$ cat src/rtl/car_park_ctrl.sv
// Car-park controller: independent entry/exit gate FSMs sharing one slot occupancy map,
// timestamped tickets and a duration-based fee. Define CARPARK_FEE_CAP_EN to clamp fees at MAX_FEE.
module car_park_ctrl #(
  parameter int CAPACITY   = 8,
  parameter int ID_W       = 3,
  parameter int BAR_CYCLES = 16,
  parameter int TICK_DIV   = 1000,
  parameter int TIME_W     = 16,
  parameter int RATE       = 2,
  parameter int COST_W     = 16,
  parameter int MAX_FEE    = 100
) (
  input  logic                            clk,
  input  logic                            rst,
  input  logic                            sin,
  input  logic                            sout,
  input  logic [ID_W-1:0]                 exit_ticket,
  input  logic                            pay,
  output logic                            bin,
  output logic                            bout,
  output logic                            full,
  output logic [$clog2(CAPACITY+1)-1:0]   free_cnt,
  output logic [ID_W-1:0]                 ticket_id,
  output logic                            ticket_vld,
  output logic [COST_W-1:0]               cost,
  output logic                            cost_vld,
  output logic                            err
);

  localparam int FREE_W = $clog2(CAPACITY + 1);
  localparam int PRE_W  = (TICK_DIV > 1) ? $clog2(TICK_DIV) : 1;
  localparam int BAR_W  = (BAR_CYCLES > 1) ? $clog2(BAR_CYCLES) : 1;
  localparam int FEE_W  = TIME_W + 33;
  localparam logic [FEE_W-1:0] COST_MAX = (FEE_W'(1) << COST_W) - FEE_W'(1);

  if (ID_W != $clog2(CAPACITY) || CAPACITY < 2 || BAR_CYCLES < 1 || MAX_FEE < 0) begin : g_bad_params
    $error("car_park_ctrl: illegal parameter set");
  end

  typedef enum logic [1:0] {E_IDLE, E_WAIT, E_OPEN} e_state_t;
  typedef enum logic [1:0] {X_IDLE, X_PRICE, X_PAY, X_OPEN} x_state_t;

  e_state_t             e_state_q, e_state_d;
  x_state_t             x_state_q, x_state_d;
  logic [BAR_W-1:0]     e_cnt_q, e_cnt_d, x_cnt_q, x_cnt_d;
  logic [PRE_W-1:0]     presc_q, presc_d;
  logic [TIME_W-1:0]    now_q, now_d;
  logic [CAPACITY-1:0]  occ_q, occ_d;
  logic [FREE_W-1:0]    free_q, free_d;
  logic [ID_W-1:0]      tid_q, tid_d, x_tkt_q, x_tkt_d;
  logic                 tvld_q, tvld_d, err_q, err_d;
  logic [COST_W-1:0]    cost_q, cost_d;
  logic [TIME_W-1:0]    ts_q [CAPACITY];

  logic [ID_W-1:0]      alloc_idx;
  logic                 any_free, alloc, release_slot, slot_valid;
  logic [TIME_W-1:0]    dur;
  logic [TIME_W:0]      units;
  logic [FEE_W-1:0]     fee_wide;
  logic [COST_W-1:0]    fee;

  // Fee for the latched ticket; only consumed in X_PRICE, when the slot is known occupied.
  always_comb begin
    dur      = now_q - ts_q[x_tkt_q];
    units    = {1'b0, dur} + (TIME_W+1)'(1);
    fee_wide = FEE_W'(units) * FEE_W'(RATE);
`ifdef CARPARK_FEE_CAP_EN
    if (fee_wide > FEE_W'(MAX_FEE)) fee_wide = FEE_W'(MAX_FEE);
`endif
    fee = (fee_wide > COST_MAX) ? {COST_W{1'b1}} : fee_wide[COST_W-1:0];
  end

  // NOTE: every always_comb output gets a default first, so no path can infer a latch.
  always_comb begin
    presc_d = presc_q + 1'b1;
    now_d   = now_q;
    if (presc_q == PRE_W'(TICK_DIV - 1)) begin
      presc_d = '0;
      now_d   = now_q + 1'b1;
    end

    alloc_idx = '0;
    any_free  = 1'b0;
    for (int i = CAPACITY - 1; i >= 0; i--) begin
      if (!occ_q[i]) begin
        alloc_idx = ID_W'(i);
        any_free  = 1'b1;
      end
    end

    e_state_d = e_state_q;
    e_cnt_d   = e_cnt_q;
    alloc     = 1'b0;
    unique case (e_state_q)
      E_IDLE:  if (sin) begin
                 if (any_free) alloc = 1'b1;
                 else          e_state_d = E_WAIT;
               end
      E_WAIT:  if (!sin)         e_state_d = E_IDLE;
               else if (any_free) alloc = 1'b1;
      E_OPEN:  if (e_cnt_q == BAR_W'(BAR_CYCLES - 1)) e_state_d = E_IDLE;
               else                                   e_cnt_d   = e_cnt_q + 1'b1;
      default: e_state_d = E_IDLE;
    endcase
    if (alloc) begin
      e_state_d = E_OPEN;
      e_cnt_d   = '0;
    end
    tvld_d = alloc;
    tid_d  = alloc ? alloc_idx : tid_q;

    slot_valid   = (int'(exit_ticket) < CAPACITY) ? occ_q[exit_ticket] : 1'b0;
    x_state_d    = x_state_q;
    x_cnt_d      = x_cnt_q;
    x_tkt_d      = x_tkt_q;
    cost_d       = cost_q;
    err_d        = 1'b0;
    release_slot = 1'b0;
    unique case (x_state_q)
      X_IDLE:  if (sout) begin
                 x_tkt_d = exit_ticket;
                 if (slot_valid) x_state_d = X_PRICE;
                 else            err_d     = 1'b1;
               end
      X_PRICE: begin
                 cost_d    = fee;
                 x_state_d = X_PAY;
               end
      X_PAY:   if (pay) begin
                 release_slot = 1'b1;
                 x_state_d    = X_OPEN;
                 x_cnt_d      = '0;
               end
      X_OPEN:  if (x_cnt_q == BAR_W'(BAR_CYCLES - 1)) x_state_d = X_IDLE;
               else                                   x_cnt_d   = x_cnt_q + 1'b1;
      default: x_state_d = X_IDLE;
    endcase

    // Allocation looks only at occ_q, so a slot freed this cycle is never reissued this cycle.
    occ_d = occ_q;
    if (alloc)        occ_d[alloc_idx] = 1'b1;
    if (release_slot) occ_d[x_tkt_q]   = 1'b0;
    free_d = free_q;
    if (alloc && !release_slot)      free_d = free_q - 1'b1;
    else if (release_slot && !alloc) free_d = free_q + 1'b1;
  end

  // NOTE: state registers use non-blocking assignments so all of them sample pre-edge values.
  always_ff @(posedge clk or negedge rst) begin
    if (!rst) begin
      e_state_q <= E_IDLE;
      x_state_q <= X_IDLE;
      e_cnt_q   <= '0;
      x_cnt_q   <= '0;
      presc_q   <= '0;
      now_q     <= '0;
      occ_q     <= '0;
      free_q    <= FREE_W'(CAPACITY);
      tid_q     <= '0;
      tvld_q    <= 1'b0;
      x_tkt_q   <= '0;
      cost_q    <= '0;
      err_q     <= 1'b0;
    end else begin
      e_state_q <= e_state_d;
      x_state_q <= x_state_d;
      e_cnt_q   <= e_cnt_d;
      x_cnt_q   <= x_cnt_d;
      presc_q   <= presc_d;
      now_q     <= now_d;
      occ_q     <= occ_d;
      free_q    <= free_d;
      tid_q     <= tid_d;
      tvld_q    <= tvld_d;
      x_tkt_q   <= x_tkt_d;
      cost_q    <= cost_d;
      err_q     <= err_d;
    end
  end

  // NOTE: timestamps have no reset; a slot's occupancy bit qualifies every read of its entry.
  always_ff @(posedge clk) begin
    if (alloc) ts_q[alloc_idx] <= now_q;
  end

  assign bin        = (e_state_q == E_OPEN);
  assign bout       = (x_state_q == X_OPEN);
  assign cost_vld   = (x_state_q == X_PAY);
  assign full       = (free_q == '0);
  assign free_cnt   = free_q;
  assign ticket_id  = tid_q;
  assign ticket_vld = tvld_q;
  assign cost       = cost_q;
  assign err        = err_q;

endmodule

$ cat config.mk
export PLATFORM = sky130hd
export DESIGN_NAME = car_park_ctrl
export DESIGN_NICKNAME = d
export VERILOG_FILES = /design/src/rtl/car_park_ctrl.sv
export SDC_FILE = /design/constraint.sdc
export NUM_CORES = 1
export LEC_CHECK = 0
export ABC_CLOCK_PERIOD_IN_PS = 6600
export BUFFER_PORTS_ARGS = -buffer_cell sky130_fd_sc_hd__buf_2
export CAP_MARGIN = 20
export CORE_ASPECT_RATIO = 1.5
export CORE_MARGIN = 5
export CORE_UTILIZATION = 62
export CTS_CLUSTER_DIAMETER = 50
export DETAILED_ROUTE_END_ITERATION = 6
export PLACE_DENSITY_LB_ADDON = 0.05
export SETUP_SLACK_MARGIN = 0.02
export SYNTH_ARGS = -nofsm -noshare
export SYNTH_HDL_FRONTEND = slang
export SYNTH_SLANG_ARGS = --single-unit
$ cat constraint.sdc
create_clock -name clk -period 6.6 [get_ports clk]
set_clock_uncertainty 0.2 [all_clocks]
set_input_delay 0.33 -clock clk [delete_from_list [all_inputs] [get_ports clk]]
set_output_delay 0.33 -clock clk [all_outputs]
set_load 0.02 [all_outputs]
Word level (Yosys, flattened, before mapping)
Memory sizes are Yosys's and may differ from the RTL's. Index checks and enable logic that the tools add are counted.

Input port bits: 8. Latch bits: 0. Register bits after elaboration: 74. Output and inout bits: 29. Memories kept: 1. Bits in read-only memories: 0. RAM bits: 128. Word-level logic and storage cells: 122.

Bitwise logic cells: 3. Reductions and logical operators: 18. Mux-type cells: 55. Divide/modulo/power cells: 0. Equality and inequality tests: 18. Multipliers: 0. Shift operators: 0. Order comparisons: 6. Add/subtract/negate cells: 8.

Memory list: ts_q (depth 8, bits a word 16, rd ports 1, clocked after memory_dff 0, write ports 1, RTL line 53) `logic [TIME_W-1:0] ts_q [CAPACITY];`.

Operators with widths (number): two-way mux 4 bit (7); two-way mux 3 bit (8); two-way mux 1 bit (21); greater-than comparator 18 x 16 -> 1 bit (second input constant) (1); two-way mux 2 bit (9); adder 16 x 1 -> 17 bit (second input constant) (1); adder 16 x 1 -> 16 bit (second input constant) (1); two-way mux 16 bit (1); two-way mux 8 bit (2); subtractor 16 bit (1); adder 4 x 1 -> 4 bit (second input constant) (3); < comparator 3 x 4 -> 1 bit (second input constant) (3); adder 10 x 1 -> 10 bit (second input constant) (1); == test 10 bit (second input constant) (1); two-way mux 10 bit (1); inequality test 2 bit (second input constant) (5); inequality test 3 bit (second input constant) (3); bitwise AND 8 bit (1); == test 4 bit (second input constant) (2); NOT 8 bit (1); OR 8 bit (1); case mux 2 bit (4 select lines) (1); case mux 4 bit (2 select lines) (1); AND reduction 4 bit (2); 17 further kinds (30).

Depth between registers and ports, before layout
Depth in word-level cells: 16. Mapped depth: 19. Mapped depth without buffers: 16.

Worst setup path after synthesis
Ideal clock, no wire load.

Kind: flip-flop to flip-flop. Start: register x_tkt_q[2]. End: register cost_q[14], in the netlist cost[14]. Setup slack: 1.935 ns. Arrival: 4.385 ns. Stages on the path, launching flop included: 19. Required time: 6.320 ns. Period minus slack after synthesis: 4.665 ns. Setup time: 0.080 ns. Path buffers: 3. Cells stage by stage: dfrtp_1 -> clkbuf_1 -> nor3b_1 -> clkbuf_1 -> a22oi_1 -> nand4_1 -> ha_1 -> inv_1 -> fa_1 -> a211o_1 -> a21oi_1 -> o21bai_1 -> xnor2_1 -> a311oi_1 -> nand3_1 -> nor4b_4 -> mux2_4 -> buf_12 -> a31oi_4.

Cells in the longest elaborated chain, start to end: 5.

RTL lines: start, declared (RTL line 50) `logic [ID_W-1:0] tid_q, tid_d, x_tkt_q, x_tkt_d;`; start signal, assigned (RTL line 175) `x_tkt_q <= x_tkt_d;`; memory (8 x 16 bit) *; subtractor 16 bit * (RTL line 64) `dur = now_q - ts_q[x_tkt_q];`; adder 16 x 1 -> 17 bit * (RTL line 65) `units = {1'b0, dur} + (TIME_W+1)'(1);`; greater-than comparator 18 x 16 -> 1 bit (RTL line 70) `fee = (fee_wide > COST_MAX) ? {COST_W{1'b1}} : fee_wide[COST_W-1:0];`; two-way mux 16 bit * (RTL line 70); end signal, assigned (RTL line 176) `cost_q <= cost_d;`; end, declared (RTL line 52) `logic [COST_W-1:0] cost_q, cost_d;`.

Mark *: on every way between the ends. The rest lies on a longest branch, timed or not. A chain may end at the register's enable or synchronous reset.

Worst setup path in the final report
Start: register x_tkt_q[1]. End: register cost_q[3], in the netlist cost[3].

Same word-level chain as after synthesis.

==> metrics.yaml <==
global_routing:
  grt_pass1_vias: 5955
  grtUsageMet2: 0.394
  grt_max_degree: 75
  met1_usage: 0.296
  overflow: 0
  use_met3: 0.0373
  grt_pass1_wl_mm: 31.0
  grtUsageTotal: 0.229
  grt.busiest_layer: "met2"
  antenna_found_initial: 0
floorplan:
  die_w_um: 110
  core-area_um2: 14600
  start_util: 0.634
  dieArea_um2: 17500
  ios: 37
  rows: 54
  die-height_um: 160
clocking:
  cts_tree: "yes"
  cts_sinks: 202
  htreeDepth: 1
  cts_root_buffer: "clkbuf_16"
  clk_path_buf_depth: 3
  cts_setup_buffers: 0
  clk_pin_slew_ns: 0.06
  cts_made_buffers: 20
  clk_latency_ns: 0.49
synth:
  muxShareOfSynthArea: 0.0184
  synth.distinct_cells: 68
  synth_area_per_cell_um2: 13.2
  yosys.area_share.simple: 0.111
  seq_area_frac_synth: 0.616
  synthXorXnorAreaFrac: 0.0483
  synthFlopType: "edfxtp_1"
  ys_ff_latch: 202
  netlist_area_um2: 9250
  async_flop_share: 0.366
  synth-adder-area-share: 0.0449
  yosys_warnings: 0
  synth_top_family_by_area: "compound AO/OA/AOI/OAI gates"
  postSynthCellCount: 703
  synth_nets: 743
  synth_compound_area_frac: 0.142
  synth-edff-count: 128
worst_hold_path:
  hold_path.class: "in2reg"
  hold_depth: 2
placed_design:
  routabilityCongestion: 0.873
  port_buffers: 36
  dpl_cell_area_um2: 9720
  hpwl_mm: 12.9
timing:
  fin_tns_setup_ns: 0
  finalSetupViolCount: 0
  maxSlewHeadroom: 0.375
  layout_worst_path_cycle_share: 0.752
  tightest_slew_ns: 0.938
  fin_crit_ns: 4.96
  maxSlewViolCount: 0
  grt_setup_unrepaired: "no"
  fmax_ghz: 0.201
  hold_viol: 0
critical_path:
  worstPathMaxFanout: 17
  ff2ff_path_depth: 15
  crit_type: "reg2reg"
  cp.required_ns: 6.80
  cp-start-kind: "flop"
  cp-end-kind: "flop"
  critPathArrivalTime_ns: 5.16
pwr:
  switching_power_mw: 1.85
  vdd_drop_max_mv: 0.253
  pwr-share-seq: 0.331
  p_int_mw: 3.03
  combPwrFrac: 0.439
  switching_share: 0.379
  p_per_area_nw_per_um2: 468
  leakagePower_nw: 4.00
  clockPowerShare: 0.230
finish:
  drive_gt1_frac: 0.158
  antenna_cells: 0
  fillCellCount: 983
  areaGrowthSynthToFinish_pct: 12.7
  final_net_count: 797
  fin_area_um2: 10400
drt:
  drt_iter0_markers: 434
  drtPass1Iterations: 5
  wl_per_cell_um: 20.3
  drt_wl_total_mm: 19.6
  viasPerCell: 6.17
  drc: 0
  dr_total_vias: 5966
  ant_nets: 0
run_status:
  status: "completed"
flow_run:
  drv_cap: 0
[state kept, by name, indices dropped and copies added (netlist names), 2 cells and up]
register and flops:
cost 16, e_cnt_q 4, e_state_q 2, now_q 16, presc_q 10, x_cnt_q 4, ts_q 128, x_state_q 2
free_cnt 4, ticket_id 3, x_tkt_q 3, occ_q 8
[logic make-up (layout without fill, tap and decap cells)]
kind of cell | Yosys count | after routing
AOI/OAI and AO/OA | 165 | 165
xor gates and xnor gates | 51 | 51
adders and majority gates | 32 | 32
buffers and inverters | 44 | 112
DFF | 202 | 202
muxes | 12 | 12
and+or+nand+nor | 197 | 197
[worst max-delay path, stage by stage, from the launching register on]
cell and delay [ns]:
dfrtp_1 0.53, and3b_1 0.72, a22oi_1 0.22, nand4_1 0.13
ha_1 0.17, inv_1 0.05, fa_1 0.41, a211o_1 0.35
a21oi_1 0.15, o21bai_1 0.08, xnor2_1 0.17, a311oi_1 0.35
nand3_1 0.29, nor4b_4 0.34, mux2_4 0.47, a31oi_1 0.21
[synthesized netlist by cell type (5+ instances only)]
master,number,area (um2)
a22o_1,15,131
o21ai_0,13,65.1
a221oi_1,15,131
and2_1,5,31.3
a21o_1,5,37.5
o21a_1,6,45.0
a21oi_1,31,155
nand3_1,20,100
nand2_1,50,188
clkbuf_1,21,78.8
and3_1,23,144
nand4_1,10,62.6
nor2_1,48,180
xnor2_1,30,263
ha_1,30,375
inv_1,19,71.3
mux2_2,6,67.6
xor2_1,21,184
nor2b_1,5,31.3
a31oi_4,8,170
edfxtp_1,128,3840
a31oi_1,15,93.8
dfrtp_1,73,1830
nor3_1,10,50.1
a22oi_1,34,255
[per-stage QoR]
| step | hold slack, ns | instances | worst slack [ns] | total power, mW | util |
|---|---|---|---|---|---|
| detailed placement | 0.259 | 927 | 1.68 | 3.78 | 0.666 |
| CTS | 0.00856 | 967 | 1.66 | 4.90 | 0.714 |
| finish | 0.0177 | 967 | 1.64 | 4.88 | 0.714 |
| global placement | 0.254 | 927 | 1.86 | 3.72 | 0.666 |
| global route | 0.0359 | 967 | 1.15 | 5.18 | 0.714 |
| floorplan | -0.166 | 703 | 1.94 | 3.29 | - |
[worst paths after layout]
kind	startpoint	end	slack, ns
max	x_tkt_q[1]	cost[3]	1.64
min	pay	occ_q[6]	0.02
max reg2reg	x_tkt_q[1]	cost[3]	1.64
min reg2reg	ticket_id[2]	ticket_id[2]	0.27
max in group asynchronous	rst	now_q[12]	5.26
min in group asynchronous	rst	e_cnt_q[1]	0.32
[repair_timing]
| item | in CTS | in global routing |
|---|---|---|
| gates resized for setup | 0 | 0 |
| hold buffers | 4 | 0 |
| hold endpoints to repair | 76 | 0 |
[cell usage in the layout (no fill, tap or decap), types with 6 or more instances in the layout]
| cell | n |
|---|---|
| a31oi_4 | 8 |
| a221oi_1 | 15 |
| a31oi_1 | 15 |
| xor2_1 | 21 |
| ha_1 | 30 |
| and3_1 | 23 |
| o21a_1 | 6 |
| dfrtp_1 | 73 |
| mux2_2 | 6 |
| nand2_1 | 50 |
| nand3_1 | 20 |
| buf_4 | 18 |
| a21oi_1 | 28 |
| clkbuf_1 | 6 |
| a22o_1 | 15 |
| buf_2 | 35 |
| edfxtp_1 | 128 |
| o21ai_0 | 13 |
| nand4_1 | 10 |
| nor3_1 | 9 |
| nor2_1 | 48 |
| xnor2_1 | 30 |
| a22oi_1 | 34 |
| inv_1 | 19 |
| clkbuf_16 | 22 |
[power groups by stage]
stage	combinational, mW	clock [mW]	sequential, mW
2_1_floorplan	1.63	0	1.67
5_1_grt	2.36	1.19	1.64
3_3_place_gp	2.09	0	1.63
3_5_place_dp	2.14	0	1.64
6_report	2.14	1.12	1.62
4_1_cts	2.15	1.14	1.61
[per-layer routing]
metal	part of all wire	vias up
li1	-	2776
met5	0	-
met3	0.061	38
met2	0.51	189
met1	0.41	2963
met4	0.025	0
[area by class of cell]
class	count	area (um2)	area share
Clock buffer	31	608	0.0584
Timing Repair Buffer	57	350	0.0336
Tap cell	196	245	0.0235
Multi-Input combinational cell	457	3400	0.326
Clock inverter	5	47.5	0.00456
Sequential cell	202	5700	0.547
Inverter	19	71.3	0.00685
Note: power is estimated with default switching activity, not from simulation.
